==> src/rtl/herald_host.sv <==
// Host-side initiator for the Herald byte-wide command bus: serialises one request with WR strobes,
// waits on BUSY, then collects the result with RD strobes. Optional wait watchdog: HERALD_HOST_TIMEOUT_EN.
module herald_host #(
  parameter int STROBE_CYCLES  = 2,
  parameter int TIMEOUT_CYCLES = 4096
) (
  input  logic        clk,
  input  logic        rst_n,
  input  logic        req_valid,
  output logic        req_ready,
  input  logic [7:0]  req_cmd,
  input  logic [23:0] req_a,
  input  logic [23:0] req_b,
  output logic        rsp_valid,
  input  logic        rsp_ready,
  output logic [71:0] rsp_data,
  output logic [3:0]  rsp_len,
  output logic        rsp_err,
  output logic [7:0]  bus_data_out,
  output logic        bus_wr,
  output logic        bus_rd,
  input  logic [7:0]  bus_data_in
);

  localparam int CNT_MAX = (TIMEOUT_CYCLES > STROBE_CYCLES) ? TIMEOUT_CYCLES : STROBE_CYCLES;
  localparam int CW      = $clog2(CNT_MAX + 1);

  typedef enum logic [2:0] {
    S_IDLE, S_WR_HI, S_WR_LO, S_WAIT_BUSY_HI, S_WAIT_DONE, S_RD_HI, S_RD_LO, S_RESP
  } state_t;

  // {known, write byte count, read byte count}
  function automatic logic [7:0] plan_of(input logic [7:0] cmd);
    case (cmd)
      8'h22:                      plan_of = {1'b1, 3'd1, 4'd0};
      8'h10:                      plan_of = {1'b1, 3'd4, 4'd6};
      8'h23:                      plan_of = {1'b1, 3'd4, 4'd3};
      8'h11, 8'h12, 8'h20, 8'h21: plan_of = {1'b1, 3'd7, 4'd3};
      8'h13:                      plan_of = {1'b1, 3'd7, 4'd9};
      default:                    plan_of = 8'h00;
    endcase
  endfunction

  function automatic logic [7:0] byte_sel(input logic [2:0] idx, input logic [7:0] cmd,
                                          input logic [23:0] a, input logic [23:0] b);
    case (idx)
      3'd0:    byte_sel = cmd;
      3'd1:    byte_sel = a[7:0];
      3'd2:    byte_sel = a[15:8];
      3'd3:    byte_sel = a[23:16];
      3'd4:    byte_sel = b[7:0];
      3'd5:    byte_sel = b[15:8];
      3'd6:    byte_sel = b[23:16];
      default: byte_sel = 8'h00;
    endcase
  endfunction

  state_t        state_r, state_nx;
  logic [CW-1:0] cnt_r;
  logic [7:0]    cmd_r;
  logic [23:0]   a_r, b_r;
  logic [2:0]    wr_len_r, wr_idx_r;
  logic [3:0]    rd_len_r, rd_idx_r;
  logic [1:0]    cap_pipe_r;
  logic          busy_seen_r;
  logic          req_ready_r, rsp_valid_r, rsp_err_r;
  logic [71:0]   rsp_data_r;
  logic [7:0]    bus_data_out_r;
  logic          bus_wr_r, bus_rd_r;

  logic [7:0]    plan_s;
  logic          accept_s, strobe_done_s, busy_s, tmo_s, tmo_hit_s, wr_load_s;
  logic [3:0]    rd_cnt_after_s;

  assign plan_s         = plan_of(req_cmd);
  assign accept_s       = (state_r == S_IDLE) && req_valid && req_ready_r;
  assign strobe_done_s  = (cnt_r == CW'(STROBE_CYCLES - 1));
  assign busy_s         = bus_data_in[7];
  assign rd_cnt_after_s = rd_idx_r + {3'b000, cap_pipe_r[1]};
  assign wr_load_s      = (state_nx == S_WR_HI) && (state_r != S_WR_HI);
`ifdef HERALD_HOST_TIMEOUT_EN
  assign tmo_s          = (cnt_r == CW'(TIMEOUT_CYCLES - 1));
`else
  assign tmo_s          = 1'b0;
`endif

  // next-state decode; a wait that runs out of budget goes straight to RESP
  always_comb begin
    state_nx  = state_r;
    tmo_hit_s = 1'b0;
    case (state_r)
      S_IDLE: begin
        if (accept_s) begin
          state_nx = plan_s[7] ? S_WR_HI : S_RESP;
        end else begin
          state_nx = S_IDLE;
        end
      end
      S_WR_HI: begin
        if (strobe_done_s) state_nx = S_WR_LO;
        else               state_nx = S_WR_HI;
      end
      S_WR_LO: begin
        if (!strobe_done_s)              state_nx = S_WR_LO;
        else if (wr_idx_r == 3'd1)       state_nx = S_WAIT_BUSY_HI;
        else if (wr_idx_r == wr_len_r)   state_nx = S_WAIT_DONE;
        else                             state_nx = S_WR_HI;
      end
      S_WAIT_BUSY_HI: begin
        // BUSY may pulse while the command strobe is still in flight, so it is latched
        if (busy_s || busy_seen_r) begin
          state_nx = (wr_idx_r == wr_len_r) ? S_WAIT_DONE : S_WR_HI;
        end else if (tmo_s) begin
          state_nx  = S_RESP;
          tmo_hit_s = 1'b1;
        end else begin
          state_nx = S_WAIT_BUSY_HI;
        end
      end
      S_WAIT_DONE: begin
        if (!busy_s) begin
          state_nx = (rd_len_r == 4'd0) ? S_RESP : S_RD_HI;
        end else if (tmo_s) begin
          state_nx  = S_RESP;
          tmo_hit_s = 1'b1;
        end else begin
          state_nx = S_WAIT_DONE;
        end
      end
      S_RD_HI: begin
        if (strobe_done_s) state_nx = S_RD_LO;
        else               state_nx = S_RD_HI;
      end
      S_RD_LO: begin
        // low phase is stretched while a capture for this strobe is still pending
        if (strobe_done_s && !cap_pipe_r[0]) begin
          state_nx = (rd_cnt_after_s == rd_len_r) ? S_RESP : S_RD_HI;
        end else begin
          state_nx = S_RD_LO;
        end
      end
      S_RESP: begin
        if (rsp_valid_r && rsp_ready) state_nx = S_IDLE;
        else                          state_nx = S_RESP;
      end
      default: state_nx = S_IDLE;
    endcase
  end

  // state register and per-state cycle counter (cleared on every state change)
  always_ff @(posedge clk or negedge rst_n) begin
    if (!rst_n) begin
      state_r <= S_IDLE;
      cnt_r   <= {CW{1'b0}};
    end else begin
      state_r <= state_nx;
      if (state_nx != state_r) cnt_r <= {CW{1'b0}};
      else                     cnt_r <= cnt_r + CW'(1);
    end
  end

  // registered handshake, strobes and the RD-to-capture delay line
  always_ff @(posedge clk or negedge rst_n) begin
    if (!rst_n) begin
      req_ready_r <= 1'b0;
      rsp_valid_r <= 1'b0;
      bus_wr_r    <= 1'b0;
      bus_rd_r    <= 1'b0;
      cap_pipe_r  <= 2'b00;
    end else begin
      req_ready_r <= (state_nx == S_IDLE);
      rsp_valid_r <= (state_r == S_RESP) && (state_nx == S_RESP);
      bus_wr_r    <= (state_nx == S_WR_HI);
      bus_rd_r    <= (state_nx == S_RD_HI);
      cap_pipe_r  <= {cap_pipe_r[0], (state_nx == S_RD_HI) && (state_r != S_RD_HI)};
    end
  end

  // request capture, write byte sequencing and response assembly
  always_ff @(posedge clk or negedge rst_n) begin
    if (!rst_n) begin
      cmd_r          <= 8'h00;
      a_r            <= 24'h000000;
      b_r            <= 24'h000000;
      wr_len_r       <= 3'd0;
      rd_len_r       <= 4'd0;
      wr_idx_r       <= 3'd0;
      rd_idx_r       <= 4'd0;
      busy_seen_r    <= 1'b0;
      rsp_err_r      <= 1'b0;
      rsp_data_r     <= 72'h0;
      bus_data_out_r <= 8'h00;
    end else if (accept_s) begin
      cmd_r       <= req_cmd;
      a_r         <= req_a;
      b_r         <= req_b;
      wr_len_r    <= plan_s[6:4];
      rd_len_r    <= plan_s[3:0];
      rd_idx_r    <= 4'd0;
      busy_seen_r <= 1'b0;
      rsp_err_r   <= !plan_s[7];
      rsp_data_r  <= 72'h0;
      if (plan_s[7]) begin
        bus_data_out_r <= req_cmd;
        wr_idx_r       <= 3'd1;
      end else begin
        wr_idx_r       <= 3'd0;
      end
    end else begin
      if (wr_load_s) begin
        bus_data_out_r <= byte_sel(wr_idx_r, cmd_r, a_r, b_r);
        wr_idx_r       <= wr_idx_r + 3'd1;
      end
      if ((state_r == S_WR_HI || state_r == S_WR_LO || state_r == S_WAIT_BUSY_HI) &&
          (wr_idx_r == 3'd1) && busy_s) begin
        busy_seen_r <= 1'b1;
      end
      if (tmo_hit_s) begin
        rsp_err_r  <= 1'b1;
        rsp_data_r <= 72'h0;
        rd_idx_r   <= 4'd0;
      end else if (cap_pipe_r[1]) begin
        rsp_data_r[{rd_idx_r, 3'b000} +: 8] <= bus_data_in;
        rd_idx_r                            <= rd_idx_r + 4'd1;
      end
    end
  end

  assign req_ready    = req_ready_r;
  assign rsp_valid    = rsp_valid_r;
  assign rsp_data     = rsp_data_r;
  assign rsp_len      = rd_idx_r;
  assign rsp_err      = rsp_err_r;
  assign bus_data_out = bus_data_out_r;
  assign bus_wr       = bus_wr_r;
  assign bus_rd       = bus_rd_r;

endmodule

==> config.mk <==
export PLATFORM = sky130hd
export DESIGN_NAME = herald_host
export DESIGN_NICKNAME = d
export VERILOG_FILES = /design/src/rtl/herald_host.sv
export SDC_FILE = /design/constraint.sdc
export NUM_CORES = 1
export LEC_CHECK = 0
export ABC_CLOCK_PERIOD_IN_PS = 2800
export CORE_MARGIN = 5
export CORE_UTILIZATION = 55
export CTS_CLUSTER_DIAMETER = 150
export DETAILED_ROUTE_END_ITERATION = 10
export DONT_BUFFER_PORTS = 1
export PLACE_DENSITY = 0.82
export SLEW_MARGIN = 10
export SYNTH_ARGS = -nofsm -noshare
export SYNTH_HDL_FRONTEND = slang
export SYNTH_SLANG_ARGS = --single-unit
==> constraint.sdc <==
create_clock -name clk -period 2.8 [get_ports clk]
set_input_delay 0.28 -clock clk [delete_from_list [all_inputs] [get_ports clk]]
set_output_delay 0.28 -clock clk [all_outputs]
set_load 0.01 [all_outputs]
# [Word level (Yosys, flattened, before mapping)]
# Index checks and enable logic that the tools add are counted.
[op_classes] add_sub_neg=5 multipliers=0 div_mod_pow=0 magnitude_cmp=0 n_eq_ne=31 shift=2 mux=31 bitwise=0 reduce_logical=23
[op_table] operator="72-bit two-way mux" count=2
[op_table] operator="72-bit bitwise mux" count=1
[op_table] operator="8-bit by 9-bit variable shift with 72-bit output, first input constant" count=1
[op_table] operator="8-bit by 9-bit indexed part select with 72-bit output" count=1
[op_table] operator="8-bit case mux with 7 select lines" count=1
[op_table] operator="8-bit case mux with 5 select lines" count=1
[op_table] operator="8-bit by 5-bit equality test with 1-bit output, second input constant" count=4
[op_table] operator="8-bit by 6-bit equality test with 1-bit output, second input constant" count=4
[op_table] operator="3-bit equality test, second input constant" count=9
[op_table] operator="3-bit two-way mux" count=9
[op_table] operator="8-bit two-way mux" count=3
[op_table] operator="3-bit case mux with 8 select lines" count=1
[op_table] operator="13-bit by 1-bit adder with 13-bit output, second input constant" count=1
[op_table] operator="13-bit by 1-bit equality test with 1-bit output, second input constant" count=1
[op_table] operator="13-bit two-way mux" count=1
[op_table] operator="3-bit by 2-bit equality test with 1-bit output, second input constant" count=4
[op_table] operator="2-bit two-way mux" count=6
[op_table] operator="3-bit by 1-bit equality test with 1-bit output, second input constant" count=3
[op_table] operator="1-bit logical AND" count=9
[op_table] operator="3-bit zero test" count=3
[op_table] operator="7-bit negation with 9-bit output" count=1
[op_table] operator="4-bit two-way mux" count=2
[op_table] operator="2-bit nonzero test" count=3
[op_table] operator="4-bit by 1-bit adder with 4-bit output" count=1
[op_table] operator="14 further kinds" count=20
[totals] regBits=174 latchBits=0 ram_bits=0 rom_bits=0 input_bits=68 output_inout_bits=89 word_cells=110 memories=0

# [Longest topological paths before layout]
[logic_depth] word_depth=10 mapped_depth=10 mapped_depth_nobuf=8

# [Worst setup path before layout]
# Ideal clock, no wire load.
[synth_path] kind="register -> register" startpoint="register rd_idx_r[0] (netlist: rsp_len[0])" endpoint="register bus_data_out_r[0] (netlist: bus_data_out[0])" setup_ns=0.125 t_arrival_ns=2.739 t_required_ns=2.675 slack_ns=-0.064 path_stages_with_launch=10 path_buffers=1 period_less_slack_ns=2.864 cell_sequence="dfrtp_1 -> ha_1 -> ha_1 -> xor2_1 -> nor3_1 -> a32o_1 -> o41a_1 -> a2111oi_4 -> buf_6 -> mux2_4"
[synth_between] elab_chain_len=9
[synth_lines] element="from (decl)" line_no="63" source="logic [3:0] rd_len_r, rd_idx_r;"
[synth_lines] element="from (signal assigned)" line_no="224" source="rd_idx_r <= rd_idx_r + 4'd1;"
[synth_lines] element="4-bit by 1-bit adder with 4-bit output" line_no="79" source="assign rd_cnt_after_s = rd_idx_r + {3'b000, cap_pipe_r[1]};"
[synth_lines] element="4-bit equality test" line_no="137" source="state_nx = (rd_cnt_after_s == rd_len_r) ? S_RESP : S_RD_HI;"
[synth_lines] element="2-bit two-way mux" line_no="137"
[synth_lines] element="2-bit two-way mux" line_no="136" source="if (strobe_done_s && !cap_pipe_r[0]) begin"
[synth_lines] element="3-bit case mux with 8 select lines" line_no="91" source="case (state_r)"
[synth_lines] element="named net state_nx[1]" line_no="58" source="state_t state_r, state_nx;"
[synth_lines] element="3-bit by 1-bit equality test with 1-bit output" line_no="80" source="assign wr_load_s = (state_nx == S_WR_HI) && (state_r != S_WR_HI);"
[synth_lines] element="1-bit logical AND" line_no="80"
[synth_lines] element="2-bit nonzero test (no line)"
[synth_lines] element="2-bit AND reduction (no line)"
[synth_lines] element="to (signal assigned)" line_no="204" source="bus_data_out_r <= req_cmd;"
[synth_lines] element="to (signal assigned)" line_no="211" source="bus_data_out_r <= byte_sel(wr_idx_r, cmd_r, a_r, b_r);"
[synth_lines] element="to (decl)" line_no="68" source="logic [7:0] bus_data_out_r;"
# The timed path passes the listed nets, and every way through them passes these cells.
# A chain may end at the register's enable or synchronous reset.

# [Final worst setup path]
[layout_path] startpoint="register rd_idx_r[0] (netlist: rsp_len[0])" endpoint="register bus_data_out_r[5] (netlist: bus_data_out[5])"
# The elaborated chain is that of the path after synthesis.

==> summary.txt <==
Timing
  – Fin crit share: 98.5%
  – # setup viols final: 0
  – Min Hold Slack: -451 ps
  – Rel. slew slack: 47.2%
  – Final hold viol count: 174
  – Skew final: 12.6 ps
  – Tmin final: 2760 ps
  – Final Max Tran Viols: 0
  – Actual slew at the worst max-slew pin: 784 ps
  – Fmax: 0.362 GHz

Power and ir drop
  – Combinational Power Share: 31.3%
  – Power Dens Cells: 961 nW/um^2
  – Sw power: 3.48 mW
  – Maximum vdd drop: 0.556 mV
  – Power Total: 9.19 mW
  – Pleak: 4.56 nW
  – Switching share of total power: 37.8%
  – Internal power: 5.72 mW
  – Clock Power Share: 26.0%
  – Reg power frac: 42.8%

Finish
  – Final Util: 66.6%
  – Nets@finish: 956
  – ANT cells: 0
  – Leading cell type in the layout, fill and taps excluded: nand2_1
  – Fillers: 1034
  – Multi-input gate area: 3430 sq um
  – Fraction of layout cells with a size suffix above 1: 9.91%
  – FF+latch area: 4360 sq um
  – Area Growth Syn to Fin: 19.7%
  – Commonest cells after routing, fill and taps aside: nand2_1 (247), dfrtp_1 (173), dlygate4sd3_1 (64)

Worst setup path
  – Critical Path End Type: register
  – Critical Path RT: 3110 ps
  – Crit-path max FO: 5
  – Crit path kind: register to register
  – Worst r2r src: rsp_len[0]
  – Nature of the critical path startpoint: register
  – Critical path arrival: 3070 ps
  – Crit. Startpoint: rsp_len[0]

Floorplanning
  – Die Span X: 131 um
  – Top Ports: 157
  – Die height: 131 um
  – DIE AREA: 17000 sq um
  – Initial Util: 55.6%
  – Core Area: 14400 sq um
  – Row count: 44

Yosys
  – Synth top area share: 54.5%
  – Yosys Warn Count: 0
  – Flop and latch count out of synthesis: 174
  – Seq/Total Area, Yosys: 54.5%
  – Synth Cell Area: 7990 sq um
  – Top cells by area, synth: dfrtp_1 (54%), nand2_1 (12%), a22o_1 (3.5%), mux2i_1 (2.8%), o21ai_0 (2.3%)
  – Syn_nets: 901
  – Post-synth ARST share: 100%
  – Post-synth top flop: dfrtp_1
  – Mapped Cells: 820
  – Yosys cell types: 61
  – Post-synth EDFFs: 0
  – Avg Cell Area, Syn: 9.75 sq um
  – Synth area leader: dfrtp_1

Placed design
  – Placer Congestion: 0.886
  – Placed wire-length estimate: 12800 um
  – I/O Buffers: 0

CTS
  – Root buf cell: clkbuf_16
  – CTS sink count: 174
  – H-Tree Depth: 4
  – Worst-skew pair later-pin latency: 430 ps
  – Worst-path clk slew: 70 ps
  – Total CTS buffers: 17
  – TritonCTS clock tree: yes
  – CTS max path bufs: 2
  – Cts hold-fix bufs: 64

GRT
  – Largest net degree at the start of global routing: 175
  – First-pass GRT wire length: 32600 um
  – Vias in the first global route: 6296
  – Total GRT Usage: 24.6%
  – Grt total ovfl: 0
  – Initial antenna violation count: 0

Route
  – Routed WL: 20800 um
  – Drt via density: 5.95
  – Via Count: 6378
  – Drt drc: 0
  – DR pass1 iterations: 7
  – Antenna-violating nets left: 0
  – Post-detailed-route wirelength per cell: 19.4 um
  – Initial DRC count: 551

Status
  – Violated checks: hold timing
  – Outcome: finished, violations left

Hold path
  – Hold Crit Class: primary input to asynchronous set/reset pin

Run
  – Max-cap violations: 0
## power by group through the flow
stage,Sequential (mW),Clock (mW),Combinational (mW)
CTS,3.92,2.42,2.76
global placement,3.94,0,2.57
global route,4.01,2.54,3.19
detailed placement,3.95,0,2.66
finish,3.93,2.39,2.87
floorplan,3.76,0,2.06
## cell type report
class / count / share of cell area (%)
repair buffers: 91 / 9.39
clock inverters: 14 / 1.75
multi-input cells: 579 / 35.8
clock buffers: 18 / 4.59
flip-flops and latches: 174 / 45.5
well taps: 184 / 2.41
inverters: 12 / 0.471
## Yosys cell counts (15+ instances only)
cell type and n:
a21oi_1 23, xor2_1 15, clkbuf_1 39, mux2i_1 22, nand2_1 248, nor3_1 15, dfrtp_1 174, nor2_1 49
a222oi_1 16, a22o_1 32, o21ai_0 37
## sequential cells by signal, indices dropped and copies added (netlist names), 4 cells and up
| register | count |
|---|---|
| rsp_data | 72 |
| b_r | 24 |
| a_r | 24 |
| rsp_len | 4 |
| rd_len_r | 4 |
| cnt_r | 13 |
| bus_data_out | 8 |
| cmd_r | 8 |
## metal layers
metal	GRT usage (%)	vias up	wire length, um
met2	39.8	305	10300
met5	0	-	0
met1	29.3	3098	7780
li1	-	2911	-
met4	12.0	0	791
met3	8.50	64	1930
## stage by stage
stage	instance area, sq um	setup slack (ps)	hold slack, ps	setup TNS, ps	std cells
final	9560	41.0	-451	0	1072
after global routing	9560	-24.8	-474	-165	1072
after CTS	9480	0.224	-471	0	1069
after detailed placement	8230	26.3	-9.25	0	973
after global placement	8230	50.5	-8.89	0	973
after floorplan	7990	86.4	-15.6	0	820
## kinds of logic (layout without fill, tap and decap cells)
| family | count (synthesis) | count (layout) | synth area share, % |
|---|---|---|---|
| and+or+nand+nor | 370 | 370 | 20.2 |
| DFF | 174 | 174 | 54.5 |
| AOI/OAI and AO/OA | 135 | 135 | 12.2 |
| buffers and inverters | 67 | 135 | 3.35 |
| muxes | 33 | 33 | 4.68 |
| xor gates and xnor gates | 28 | 28 | 3.07 |
| adders and majority gates | 13 | 13 | 2.04 |
## critical path, stage by stage (launching register included)
cell and delay, ps:
dfrtp_2 430, ha_4 170, ha_4 150, xor2_1 160, xnor2_1 130, a32o_1 260
o41a_1 480, a2111oi_4 220, buf_4 200, clkbuf_16 150, mux2_4 290
## final timing paths
kind | cells past startpoint | slack, ps | end
hold / removal | 0 | -450 | rsp_len[2]
min in group clk | 2 | 20 | rsp_data[29]
setup / recovery | 10 | 40 | bus_data_out[5]
hold reg to reg | 0 | 430 | cap_pipe_r[1]
max in group asynchronous | 0 | 3070 | rsp_len[0]
setup reg to reg | 10 | 40 | bus_data_out[5]
## repair_timing
| item | 4_1_cts | 5_1_grt |
|---|---|---|
| hold endpoints to repair | 280 | 174 |
| setup buffers | 0 | 2 |
| setup endpoints to repair | 0 | 27 |
| gates resized for setup | 0 | 7 |
Power figures use the tool's default switching activity.
